===== src/rtl/ram_line_ctrl_if.sv =====
// ram_line_ctrl_if: request/response bundle between the cache controller and the line sequencer
interface ram_line_ctrl_if #(
  parameter int LINE_WORDS = 4
);
  logic req_valid;
  logic req_ready;
  logic req_wb;
  logic req_fill;
  logic [19:0] wb_addr;
  logic [19:0] fill_addr;
  logic [32*LINE_WORDS-1:0] wb_data;
  logic [32*LINE_WORDS-1:0] fill_data;
  logic done;
  modport master (
    output req_valid, req_wb, req_fill, wb_addr, fill_addr, wb_data,
    input req_ready, fill_data, done
  );
  modport slave (
    input req_valid, req_wb, req_fill, wb_addr, fill_addr, wb_data,
    output req_ready, fill_data, done
  );
endinterface


===== src/rtl/ram_line_ctrl.sv =====
// ram_line_ctrl: walks a cache line word by word over an async byte-enable RAM for write-back and/or fill
// RAM_LINE_CTRL_PERF_EN adds saturating write-back/fill transaction counters.
module ram_line_ctrl #(
  parameter int LINE_WORDS = 4,
  parameter int ACCESS_CYCLES = 1
) (
  input  logic clk,
  input  logic rst,
  ram_line_ctrl_if.slave bus,
  output logic ram_we,
  output logic [19:0] ram_addr,
  output logic [31:0] ram_din,
  output logic [3:0] ram_be,
  input  logic [31:0] ram_dout
`ifdef RAM_LINE_CTRL_PERF_EN
  ,
  output logic [15:0] perf_wb_cnt,
  output logic [15:0] perf_fill_cnt
`endif
);
  localparam int W_IDX = $clog2(LINE_WORDS);
  localparam int HW = ACCESS_CYCLES > 1 ? $clog2(ACCESS_CYCLES) : 1;
  typedef enum logic [1:0] {IDLE, WB, FILL, DONE} state_t;
  state_t state, state_n;
  logic [W_IDX-1:0] wc, wc_n;
  logic [HW-1:0] hc, hc_n;
  logic [19:0] wb_base, wb_base_n, fill_base, fill_base_n;
  logic [32*LINE_WORDS-1:0] wb_line, wb_line_n, fill_line;
  logic do_wb, do_wb_n, do_fill, do_fill_n;
  logic accept, last_hold, last_word, capture;
  logic ram_we_n, done_n, done_q;
  logic [19:0] ram_addr_n;
  logic [31:0] ram_din_n;
  logic [3:0] ram_be_n;
  assign bus.req_ready = state == IDLE && !rst;
  assign bus.fill_data = fill_line;
  assign bus.done = done_q;
  assign accept = bus.req_valid && bus.req_ready;
  assign last_hold = hc == HW'(ACCESS_CYCLES - 1);
  assign last_word = wc == W_IDX'(LINE_WORDS - 1);
  assign capture = state == FILL && last_hold;
  // Request fields are taken straight from the bus on the accept edge so word 0 is driven in the first busy cycle.
  assign wb_base_n = accept ? bus.wb_addr & ~20'(LINE_WORDS - 1) : wb_base;
  assign fill_base_n = accept ? bus.fill_addr & ~20'(LINE_WORDS - 1) : fill_base;
  assign wb_line_n = accept ? bus.wb_data : wb_line;
  assign do_wb_n = accept ? bus.req_wb : do_wb;
  assign do_fill_n = accept ? bus.req_fill : do_fill;
  always_ff @(posedge clk) begin
    if (rst) begin
      state <= IDLE;
      wc <= '0;
      hc <= '0;
      wb_base <= '0;
      fill_base <= '0;
      wb_line <= '0;
      fill_line <= '0;
      do_wb <= 1'b0;
      do_fill <= 1'b0;
      ram_we <= 1'b0;
      ram_addr <= '0;
      ram_din <= '0;
      ram_be <= '0;
      done_q <= 1'b0;
    end else begin
      state <= state_n;
      wc <= wc_n;
      hc <= hc_n;
      wb_base <= wb_base_n;
      fill_base <= fill_base_n;
      wb_line <= wb_line_n;
      do_wb <= do_wb_n;
      do_fill <= do_fill_n;
      ram_we <= ram_we_n;
      ram_addr <= ram_addr_n;
      ram_din <= ram_din_n;
      ram_be <= ram_be_n;
      done_q <= done_n;
      if (capture) fill_line[{wc, 5'd0} +: 32] <= ram_dout;
    end
  end
  always_comb begin
    state_n = state;
    wc_n = wc;
    hc_n = hc;
    case (state)
      IDLE: begin
        if (accept) state_n = bus.req_wb ? WB : bus.req_fill ? FILL : DONE;
        wc_n = '0;
        hc_n = '0;
      end
      WB, FILL: begin
        hc_n = last_hold ? '0 : hc + 1'b1;
        wc_n = last_hold ? wc + 1'b1 : wc;
        if (last_hold && last_word) state_n = state == WB && do_fill ? FILL : DONE;
      end
      default: state_n = IDLE;
    endcase
  end
  // Outputs are registered from the next-state view; we drops on each word's final hold cycle.
  always_comb begin
    ram_we_n = state_n == WB && hc_n != HW'(ACCESS_CYCLES - 1);
    ram_addr_n = state_n == WB ? wb_base_n | 20'(wc_n) :
                 state_n == FILL ? fill_base_n | 20'(wc_n) : ram_addr;
    ram_din_n = state_n == WB ? wb_line_n[{wc_n, 5'd0} +: 32] : ram_din;
    ram_be_n = state_n == WB ? 4'hF : 4'h0;
    done_n = state_n == DONE;
  end
`ifdef RAM_LINE_CTRL_PERF_EN
  always_ff @(posedge clk) begin
    if (rst) begin
      perf_wb_cnt <= '0;
      perf_fill_cnt <= '0;
    end else if (state == DONE) begin
      perf_wb_cnt <= perf_wb_cnt + 16'(do_wb && perf_wb_cnt != 16'hFFFF);
      perf_fill_cnt <= perf_fill_cnt + 16'(do_fill && perf_fill_cnt != 16'hFFFF);
    end
  end
`endif
  a_wb_hold: assert property (@(posedge clk) disable iff (rst) accept && bus.req_wb |-> ACCESS_CYCLES >= 2);
endmodule

===== src/flat_wrapper.sv =====
// flat-port wrapper written by rule: the top's interface ports become plain ports
module ram_line_ctrl_flat 
#(
  parameter int LINE_WORDS = 4,
  parameter int ACCESS_CYCLES = 1
)
  (clk, rst, ram_we, ram_addr, ram_din, ram_be, ram_dout, bus_req_valid, bus_req_wb, bus_req_fill, bus_wb_addr, bus_fill_addr, bus_wb_data, bus_req_ready, bus_fill_data, bus_done);
  ram_line_ctrl_if #(.LINE_WORDS(LINE_WORDS)) bus_i ();
  input  logic clk;
  input  logic rst;
  output logic ram_we;
  output logic [19:0] ram_addr;
  output logic [31:0] ram_din;
  output logic [3:0] ram_be;
  input  logic [31:0] ram_dout;
  input wire logic [$bits(bus_i.req_valid)-1:0] bus_req_valid;
  input wire logic [$bits(bus_i.req_wb)-1:0] bus_req_wb;
  input wire logic [$bits(bus_i.req_fill)-1:0] bus_req_fill;
  input wire logic [$bits(bus_i.wb_addr)-1:0] bus_wb_addr;
  input wire logic [$bits(bus_i.fill_addr)-1:0] bus_fill_addr;
  input wire logic [$bits(bus_i.wb_data)-1:0] bus_wb_data;
  output wire logic [$bits(bus_i.req_ready)-1:0] bus_req_ready;
  output wire logic [$bits(bus_i.fill_data)-1:0] bus_fill_data;
  output wire logic [$bits(bus_i.done)-1:0] bus_done;
  assign bus_i.req_valid = bus_req_valid;
  assign bus_i.req_wb = bus_req_wb;
  assign bus_i.req_fill = bus_req_fill;
  assign bus_i.wb_addr = bus_wb_addr;
  assign bus_i.fill_addr = bus_fill_addr;
  assign bus_i.wb_data = bus_wb_data;
  assign bus_req_ready = bus_i.req_ready;
  assign bus_fill_data = bus_i.fill_data;
  assign bus_done = bus_i.done;
  ram_line_ctrl #(.LINE_WORDS(LINE_WORDS), .ACCESS_CYCLES(ACCESS_CYCLES)) u_core (.clk(clk), .rst(rst), .bus(bus_i), .ram_we(ram_we), .ram_addr(ram_addr), .ram_din(ram_din), .ram_be(ram_be), .ram_dout(ram_dout));
endmodule

===== config.mk =====
export PLATFORM = sky130hd
export DESIGN_NAME = ram_line_ctrl_flat
export DESIGN_NICKNAME = d
export VERILOG_FILES = /design/src/rtl/ram_line_ctrl_if.sv /design/src/rtl/ram_line_ctrl.sv /design/src/flat_wrapper.sv
export SDC_FILE = /design/constraint.sdc
export NUM_CORES = 1
export LEC_CHECK = 0
export ABC_AREA = 0
export CAP_MARGIN = 10
export CORE_AREA = 2 2 186 188
export DETAILED_ROUTE_END_ITERATION = 16
export DIE_AREA = 0 0 188 190
export PLACE_DENSITY_LB_ADDON = 0.12
export SLEW_MARGIN = 20
export SYNTH_ARGS = -nofsm -noshare
export SYNTH_HDL_FRONTEND = slang
export SYNTH_SLANG_ARGS = --single-unit

===== constraint.sdc =====
create_clock -name clk -period 3.6 [get_ports clk]
set_input_delay 0.72 -clock clk [delete_from_list [all_inputs] [get_ports clk]]
set_output_delay 0.72 -clock clk [all_outputs]
set_load 0.02 [all_outputs]

==> flow_summary.toml <==
[floorplanning]
fp.dieH_um = 190
dieArea_sq_um = 35700
num_io_pins = 392
rows = 68
core_region_area_sq_um = 33900
initial_core_util_pct = 50.2
die_x_um = 188

[clock_network]
cts_num_sinks = 357
cts_setup_buffers = 0
htree_levels = 2
cts_buffers = 40
clk_path_buf_depth = 3
clk_latency_ns = 0.53
cts_hold_buffers = 0
clock-root-buffer = "clkbuf_16"
cts.clk_slew.worst_paths_ns = 0.06
cts_tree = "built"
cts_resized = 0

[worst_setup_path]
cpPeakStageDelay_ns = 0.54
worstSetupPathType = "register to register"
timing.critical_path.cells = "inv_1, ha_1, or3b_4, mux2i_4, buf_4, mux2i_1, o221a_1, a2111oi_2"
crit_slowest_cell = "ha_1"
end_kind = "register"
worstPathArrival_ns = 3.41
required_ns = 4.02
r2r_slack_ns = 0.61
startpoint_type = "register"
reg2reg_depth = 8
crit_fanout = 23

[logic_synthesis]
ys.flop_type = "dfxtp_1"
ys_seq_elements = 357
yosys_warnings = 0
synth.area.top_cells = "dfxtp_1, mux2i_1, nand2_1"
synth_area_sq_um = 17000
syn-instance-count = 2003
synth_edf_count = 0
synth_async_sr_flop_share_pct = 0
synth_cell_type_count = 49
synth_fp_nets = 2220
syn_area_per_cell_sq_um = 8.50
yosysTopAreaCell = "dfxtp_1"
yosysTopAreaCellShare_pct = 42.0
ys_seq_area_share_pct = 42.0

[final_layout]
seqCellArea_sq_um = 7150
layout-drive-gt1-share_pct = 6.88
nFillCells = 2703
multiInputGateArea_sq_um = 8900
syn2layout_area_growth_pct = 31.9
num-nets-final = 2486

[route]
drt-initial-drc-count = 1483
ant_nets = 0
drc = 0
wirelength_mm = 57.6
vias = 17000
drtPass1Iterations = 6
vias_per_cell = 6.16
wire_per_inst_um = 20.9

[power]
combPwrFrac_pct = 22.5
switchingPower_mw = 3.10
leakage_nw = 7.84
ir_drop_mv = 0.447
pwr-share-clk_pct = 37.1
power_frac_seq_pct = 40.4
power.internal_mw = 7.54
cellPowerDensity_nw_per_um2 = 474
switching_share_pct = 29.1

[global_routing]
grt_use_total_pct = 30.5
grt_max_degree = 168
grt_pass1_wl_mm = 88.3
grt_pass1_vias = 16000
grt-ovfl-total = 0
antenna_found_initial = 8

[timing]
fmax_mhz = 335
rsz0062_at_grt = "no"
period_minus_slack_ns = 2.99
fin_setup_tns_ns = 0
worst_pin_slew_ns = 0.911
slew_violations = 0
hold_slack_ns = 0.464
finalHoldViolCount = 0
finalSetupViolCount = 0
min_period_over_period_pct = 83.0
finClkSkew_ns = 0.0165
relSlewSlack_pct = 39.3

[min_path]
whs_path_depth = 1
hold_path.class = "register to register"

[run]
max_cap_violations = 0

[outcome]
status = "complete, no violations"

[place]
dp_hpwl_mm = 37.5
port-buffer-count = 387
gp_congestion = 0.847
==> final timing paths <==
kind	end	start
setup / recovery	u_core.ram_din[7]	u_core.state[0]
hold / removal	u_core.fill_base[1]	u_core.fill_base[1]
setup reg to reg	u_core.ram_din[7]	u_core.state[0]
hold reg to reg	u_core.fill_base[1]	u_core.fill_base[1]
==> kinds of logic (layout without fill, tap and decap cells) <==
group,Yosys count,in the layout,synth area share [%]
compound gates,722,722,32.0
fa+ha+maj,12,12,0.882
buf+inv,253,546,6.09
flops,357,357,42.0
mux,106,106,6.31
other cells,0,7,0
simple gates,553,553,12.7
==> sequential cells by signal, indices dropped and copies added (netlist names) <==
signal                count
u_core.bus.done           1
u_core.bus.fill_data    128
u_core.do_fill            1
u_core.fill_base         20
u_core.hc                 1
u_core.ram_addr          20
u_core.ram_be             1
u_core.ram_din           32
u_core.ram_we             1
u_core.state              2
u_core.wb_base           20
u_core.wb_line          128
u_core.wc                 2
==> per-layer routing <==
layer,global-route usage (%),up-vias,wire (um)
met2,50.2,761,27100
met4,15.7,2,2910
li1,-,7946,-
met3,8.52,132,5340
met5,0,-,16
met1,36.5,8141,22300
==> worst max-delay path: cells and delay by family, from the launching register on <==
family	cells	cell delay [ns]
adder cells (fa/ha/maj)	1	0.54
multiplexers	2	0.31
AO/OA/AOI/OAI	2	0.62
flip-flops	1	0.40
buffers and inverters	2	0.51
AND/OR/NAND/NOR	1	0.48
==> layout make-up <==
type	count	share of cell area, %
clock buffer	56	5.13
timing repair buffer	434	19.5
inverter	43	0.730
tap	455	2.54
multi-input combinational	1393	39.7
sequential	357	31.9
antenna	7	0.0780
clock inverter	13	0.496
==> synthesized netlist by cell type (9+ instances only) <==
master and number:
o221a_1 27, ha_1 12, nand2_1 263, o21ai_0 34
inv_1 41, dfxtp_1 357, o22ai_1 126, nor2_1 254
nor2b_1 9, a22oi_1 129, buf_2 31, o32a_1 30
mux2i_1 104, buf_1 13, clkbuf_1 156, o221ai_1 99
a221o_1 31, a21oi_1 135, a2111oi_2 28, o21a_1 63
==> stage by stage <==
stage / instances / power, mW / instance area (sq um) / setup slack [ns] / utilization (%)
global route: 2758 / 11.0 / 22400 / 0.424 / 66.1
finish: 2758 / 10.6 / 22400 / 0.613 / 66.1
floorplan: 2003 / 5.84 / 17000 / 0.388 / -
detailed placement: 2682 / 6.75 / 21200 / 0.409 / 62.4
CTS: 2751 / 10.7 / 22400 / 0.604 / 66.1
global placement: 2682 / 6.69 / 21200 / 0.450 / 62.4
==> power by group through the flow <==
stage / Clock [mW] / Sequential, mW / Combinational [mW]
6_report: 3.95 / 4.29 / 2.39
5_1_grt: 4.16 / 4.31 / 2.56
4_1_cts: 4.00 / 4.29 / 2.38
3_5_place_dp: 0 / 4.37 / 2.37
3_3_place_gp: 0 / 4.36 / 2.32
2_1_floorplan: 0 / 4.44 / 1.39
==> cells in the final DEF (no fill, tap or decap), drive strengths merged, types with 2 or more instances in the layout <==
master and n:
o211ai 3, a211oi 2, and2 7, a22oi 129
nor2 254, o22ai 126, clkdlybuf4s50 386, nor3 7
a21oi 136, nand3 2, a31oi 2, ha 12
o32a 30, a2111oi 30, buf 48, o221a 31
nand2b 2, o21a 63, o221ai 99, nand2 263
a221o 31, clkbuf 56, clkinv 9, mux2i 105
nor2b 9, dfxtp 357, o21ai 35, nor4 3
inv 45, diode 7
Note: power is estimated with default switching activity, not from simulation.
